$ cat config.mk
export PLATFORM = sky130hd
export DESIGN_NAME = fpu_divide_sequencer_flat
export DESIGN_NICKNAME = d
export VERILOG_FILES = /design/src/rtl/fpu_divide_if.sv /design/src/rtl/fpu_divide_sequencer.sv /design/src/flat_wrapper.sv
export SDC_FILE = /design/constraint.sdc
export NUM_CORES = 1
export LEC_CHECK = 0
export ABC_AREA = 1
export CAP_MARGIN = 20
export CORE_AREA = 2 2 112 142
export DETAILED_ROUTE_END_ITERATION = 7
export DIE_AREA = 0 0 114 144
export GPL_TIMING_DRIVEN = 0
export PLACE_DENSITY_LB_ADDON = 0.08
export SYNTH_ARGS = -nofsm -noshare
export SYNTH_HDL_FRONTEND = slang
export SYNTH_SLANG_ARGS = --single-unit
$ cat constraint.sdc
create_clock -name clk -period 6.28 [get_ports clk]
set_clock_uncertainty 0.2 [all_clocks]
set_input_delay 1.884 -clock clk [delete_from_list [all_inputs] [get_ports clk]]
set_output_delay 1.884 -clock clk [all_outputs]
set_load 0.005 [all_outputs]
$ cat src/rtl/fpu_divide_if.sv
// Handshake and result bundle between the stage-2 pipeline and the divide sequencer.
interface fpu_divide_if;
  logic        division_op;
  logic [23:0] dividend;
  logic [23:0] divisor;
  logic        stall;
  logic        busy;
  logic        done;
  logic [25:0] quotient;
  logic [25:0] remainder;
  logic        sticky;

  modport master (
    output division_op, dividend, divisor,
    input  stall, busy, done, quotient, remainder, sticky
  );

  modport slave (
    input  division_op, dividend, divisor,
    output stall, busy, done, quotient, remainder, sticky
  );
endinterface

$ cat src/rtl/fpu_divide_sequencer.sv
// Restoring fraction divider that stalls stage 2 for 26 quotient steps.
// Optional FPU_DIVIDE_EARLY_EXIT_EN: finish as soon as the partial remainder reaches zero.
module fpu_divide_sequencer (
  input  logic          clk,
  input  logic          reset,
  fpu_divide_if.slave   bus
);

  localparam logic [1:0] IDLE    = 2'd0;
  localparam logic [1:0] ITERATE = 2'd1;
  localparam logic [1:0] DONE    = 2'd2;

  logic [1:0]  state;
  logic [4:0]  count;
  logic [25:0] q;
  logic [25:0] rem;
  logic [25:0] d;
  logic [25:0] quotient_r;
  logic [25:0] remainder_r;
  logic        sticky_r;

  logic        start;
  logic        rem_ge;
  logic        last_step;
  logic [25:0] q_step;
  logic [25:0] rem_step;
  logic [25:0] q_final;

  assign start         = (state == IDLE) && bus.division_op;
  // Reset must release the pipeline even while a division is being requested.
  assign bus.stall     = !reset && (start || (state == ITERATE));
  assign bus.busy      = (state == ITERATE);
  assign bus.done      = (state == DONE);
  assign bus.quotient  = quotient_r;
  assign bus.remainder = remainder_r;
  assign bus.sticky    = sticky_r;

  always_comb begin
    rem_ge   = (rem >= d);
    rem_step = rem_ge ? ((rem - d) << 1) : (rem << 1);
    q_step   = (q << 1) | {25'b0, rem_ge};
`ifdef FPU_DIVIDE_EARLY_EXIT_EN
    // An early finish leaves fewer quotient bits; align them to the 26-bit result.
    last_step = (count == 5'd25) || (rem_step == '0);
    q_final   = q_step << (5'd25 - count);
`else
    last_step = (count == 5'd25);
    q_final   = q_step;
`endif
  end

  always_ff @(posedge clk or posedge reset) begin
    if (reset) begin
      state       <= IDLE;
      count       <= '0;
      q           <= '0;
      rem         <= '0;
      d           <= '0;
      quotient_r  <= '0;
      remainder_r <= '0;
      sticky_r    <= 1'b0;
    end else begin
      case (state)
        IDLE: begin
          if (start) begin
            rem   <= {2'b00, bus.dividend};
            d     <= {2'b00, bus.divisor};
            q     <= '0;
            count <= '0;
            state <= ITERATE;
          end
        end
        ITERATE: begin
          rem <= rem_step;
          if (last_step) begin
            q           <= q_final;
            quotient_r  <= q_final;
            remainder_r <= rem_step;
            sticky_r    <= |rem_step;
            state       <= DONE;
          end else begin
            q     <= q_step;
            count <= count + 5'd1;
          end
        end
        DONE: begin
          state <= IDLE;
        end
        default: begin
          state <= IDLE;
        end
      endcase
    end
  end

endmodule
$ cat src/flat_wrapper.sv
// flat-port wrapper written by rule: the top's interface ports become plain ports
module fpu_divide_sequencer_flat 
  (clk, reset, bus_division_op, bus_dividend, bus_divisor, bus_stall, bus_busy, bus_done, bus_quotient, bus_remainder, bus_sticky);
  fpu_divide_if bus_i ();
  input  logic clk;
  input  logic reset;
  input wire logic [$bits(bus_i.division_op)-1:0] bus_division_op;
  input wire logic [$bits(bus_i.dividend)-1:0] bus_dividend;
  input wire logic [$bits(bus_i.divisor)-1:0] bus_divisor;
  output wire logic [$bits(bus_i.stall)-1:0] bus_stall;
  output wire logic [$bits(bus_i.busy)-1:0] bus_busy;
  output wire logic [$bits(bus_i.done)-1:0] bus_done;
  output wire logic [$bits(bus_i.quotient)-1:0] bus_quotient;
  output wire logic [$bits(bus_i.remainder)-1:0] bus_remainder;
  output wire logic [$bits(bus_i.sticky)-1:0] bus_sticky;
  assign bus_i.division_op = bus_division_op;
  assign bus_i.dividend = bus_dividend;
  assign bus_i.divisor = bus_divisor;
  assign bus_stall = bus_i.stall;
  assign bus_busy = bus_i.busy;
  assign bus_done = bus_i.done;
  assign bus_quotient = bus_i.quotient;
  assign bus_remainder = bus_i.remainder;
  assign bus_sticky = bus_i.sticky;
  fpu_divide_sequencer u_core (.clk(clk), .reset(reset), .bus(bus_i));
endmodule
==> flow_summary.json <==
{
  "worst_slack_ps": 239,
  "placed_cells": 1248,
  "max_freq_mhz": 166,
  "met3_usage_pct": 6.29,
  "synthCells": 957,
  "cts_root_buf": "clkbuf_16",
  "cts_buffers": 17,
  "cts.sinks": 134,
  "end_kind": "output port",
  "clk_pin_slew_worst_paths_ps": 60,
  "drive_above_1_share_pct": 6.67,
  "yosysTopAreaCellShare_pct": 46.1,
  "top_usage_layer": "met2",
  "start_kind": "primary input",
  "core_mm2": 0.0152,
  "dieWidth_um": 114,
  "die_h_um": 144,
  "arrival_ps": 3960,
  "synth_ff_type": "dfrtp_1",
  "tightest_slew_ps": 706,
  "hold_violations": 0,
  "finalWirelength_mm": 20.8,
  "antenna_left": 0,
  "finalPower_mw": 6.22,
  "relSlewSlack_pct": 52.9,
  "rows": 51,
  "cts_resized": 0,
  "synth_warnings": 0,
  "worst_skew_pair.late_latency_ps": 420,
  "netlist_area_mm2": 0.00727,
  "avgSynthCellArea_um2": 7.60,
  "path_class": "primary input to output port",
  "met1_usage_pct": 32.0,
  "slew_violations": 0,
  "cts.htree.levels": 4,
  "worstPathRequired_ps": 4200,
  "post-route-period-util_pct": 96.2,
  "ys_async_sr_fraction_pct": 100,
  "dieArea_mm2": 0.0164,
  "first_pass_iters": 5,
  "grt_overflow_total": 0,
  "postCtsHoldBufs": 0,
  "drt_iter0_drc": 354,
  "grt_pass1_wl_mm": 33.1,
  "powerDensity_mw_per_mm2": 676,
  "maxCapViolations": 0,
  "ir_worst_vdd_mv": 0.302,
  "viasPerCell": 5.07,
  "synth_top_area_cell": "dfrtp_1",
  "antenna_found_initial": 0,
  "area_growth_pct": 26.6,
  "cts.path.max_buffers": 2,
  "run_status": "completed",
  "dpl.hpwl_mm": 16.0,
  "hold_class": "flop to flop",
  "wl_per_cell_um": 16.2,
  "post-route-min-period_ps": 6040,
  "syn_nets": 1035,
  "start_util_pct": 47.9,
  "fin_area_mm2": 0.00920,
  "crit_path_max_fanout": 10,
  "preCtsSetupSlack_ps": 233,
  "ys_seq_elements": 134,
  "post-cts-setup-buffer-count": 0,
  "io_pins": 107,
  "placed_cell_area_mm2": 0.00859,
  "track_usage_pct": 26.3,
  "leakage_nw": 4.53,
  "yosys-top-cells-area": "dfrtp_1 (46%), nand2_1 (16%), inv_1 (7.2%)",
  "first_global_vias": 6304,
  "n_antenna_cell": 0,
  "yosysSeqAreaShare_pct": 46.1,
  "route.vias.total": 6488,
  "final_nets": 1160,
  "holdWs_ps": 284,
  "fin_cells": 1279,
  "drc": 0,
  "use_met2_pct": 45.2,
  "cts_tree": "built",
  "finalSetupTns_ps": 0,
  "portBuffers": 105,
  "grt_max_degree": 97,
  "gp_congestion": 0.944,
  "rsz0062_at_grt": "false",
  "final_core_util_pct": 60.6,
  "finalSetupViolCount": 0,
  "ys_types": 37,
  "synth_edf_count": 0
}
[final cells by class]
type	instances	area, µm²
plain buffers	34	156
flip-flops and latches	134	3350
multi-input cells	635	3180
repair buffers	106	1080
fillers	1419	5980
inverters	154	583
clock inverters	14	191
clock buffers	17	425
well taps	185	231
[synthesized netlist by cell type, drive strengths merged (3+ instances only)]
library cell and n:
clkbuf 28, nand3b 5, nand4 5, a21oi 25, o22ai 26, nand3 43
xor2 7, xnor2 3, o21ai 89, buf 6, ha 26, inv 152
o211ai 14, nor3 6, nand2 321, o221ai 9, dfrtp 134, nor2 49
[flip-flops by register name, summed over array words and instances, names as in the netlist]
| name | cells |
|---|---|
| u_core.bus.quotient | 26 |
| u_core.rem | 26 |
| u_core.bus.remainder | 25 |
| u_core.q | 25 |
| u_core.d | 24 |
| u_core.count | 5 |
| u_core.state | 2 |
| u_core.bus.sticky | 1 |
[path summary, 6_finish.rpt]
check                                   startpoint                      end  slack [ps]  cells past startpoint
max reg2reg                            u_core.d[0]        u_core.bus.sticky        3140                     20
min in group asynchronous                    reset             u_core.q[20]        1670                      2
max in group asynchronous                    reset   u_core.bus.quotient[9]        3420                      3
min reg2reg                u_core.bus.quotient[24]  u_core.bus.quotient[24]         280                      2
max                                bus_division_op                bus_stall         240                      7
min                        u_core.bus.quotient[24]  u_core.bus.quotient[24]         280                      2
[power by group]
group / switching [mW] / internal [mW]
Combinational: 2.33 / 1.36
Sequential: 0.218 / 1.26
Clock: 0.421 / 0.635
[cell usage in the layout, fill, tap and decap left out, types with 4 or more instances in the layout]
cell type,instances
o22ai_1,26
inv_1,138
o21ai_2,4
ha_1,26
nand2_2,7
clkinv_4,4
nor2_1,44
a21oi_1,24
nand3b_1,4
nand4_1,5
o221ai_1,9
clkdlybuf4s50_1,105
nand3_1,42
clkbuf_16,17
o21ai_0,85
nand2_1,313
dfrtp_1,134
o211ai_1,14
inv_2,13
clkbuf_1,28
nor2_2,4
nor3_1,5
xor2_1,7
[worst max-delay path, stage by stage]
cell and delay (ps):
clkdlybuf4s50_1 400, nand3_1 120, inv_1 90, nor2_1 450
clkbuf_1 460, nor2_1 90, clkdlybuf4s50_1 460
[routing by layer]
layer	routed length, µm	share of wire, %	vias up
met5	0	0	-
met4	620	3.0	0
met3	1100	5.3	37
met2	10400	50	121
met1	8680	42	3032
li1	-	-	3298
[cells by family after synthesis]
logic type / Yosys count / synth area share, %
AND/OR/NAND/NOR: 429 / 24.4
buffers and inverters: 188 / 10.1
other: 1 / 0.0516
AO/OA/AOI/OAI: 168 / 13.4
adder cells (fa/ha/maj): 27 / 4.75
flip-flops: 134 / 46.1
XOR/XNOR: 10 / 1.20
No activity file was read; power rests on OpenSTA's default activity.
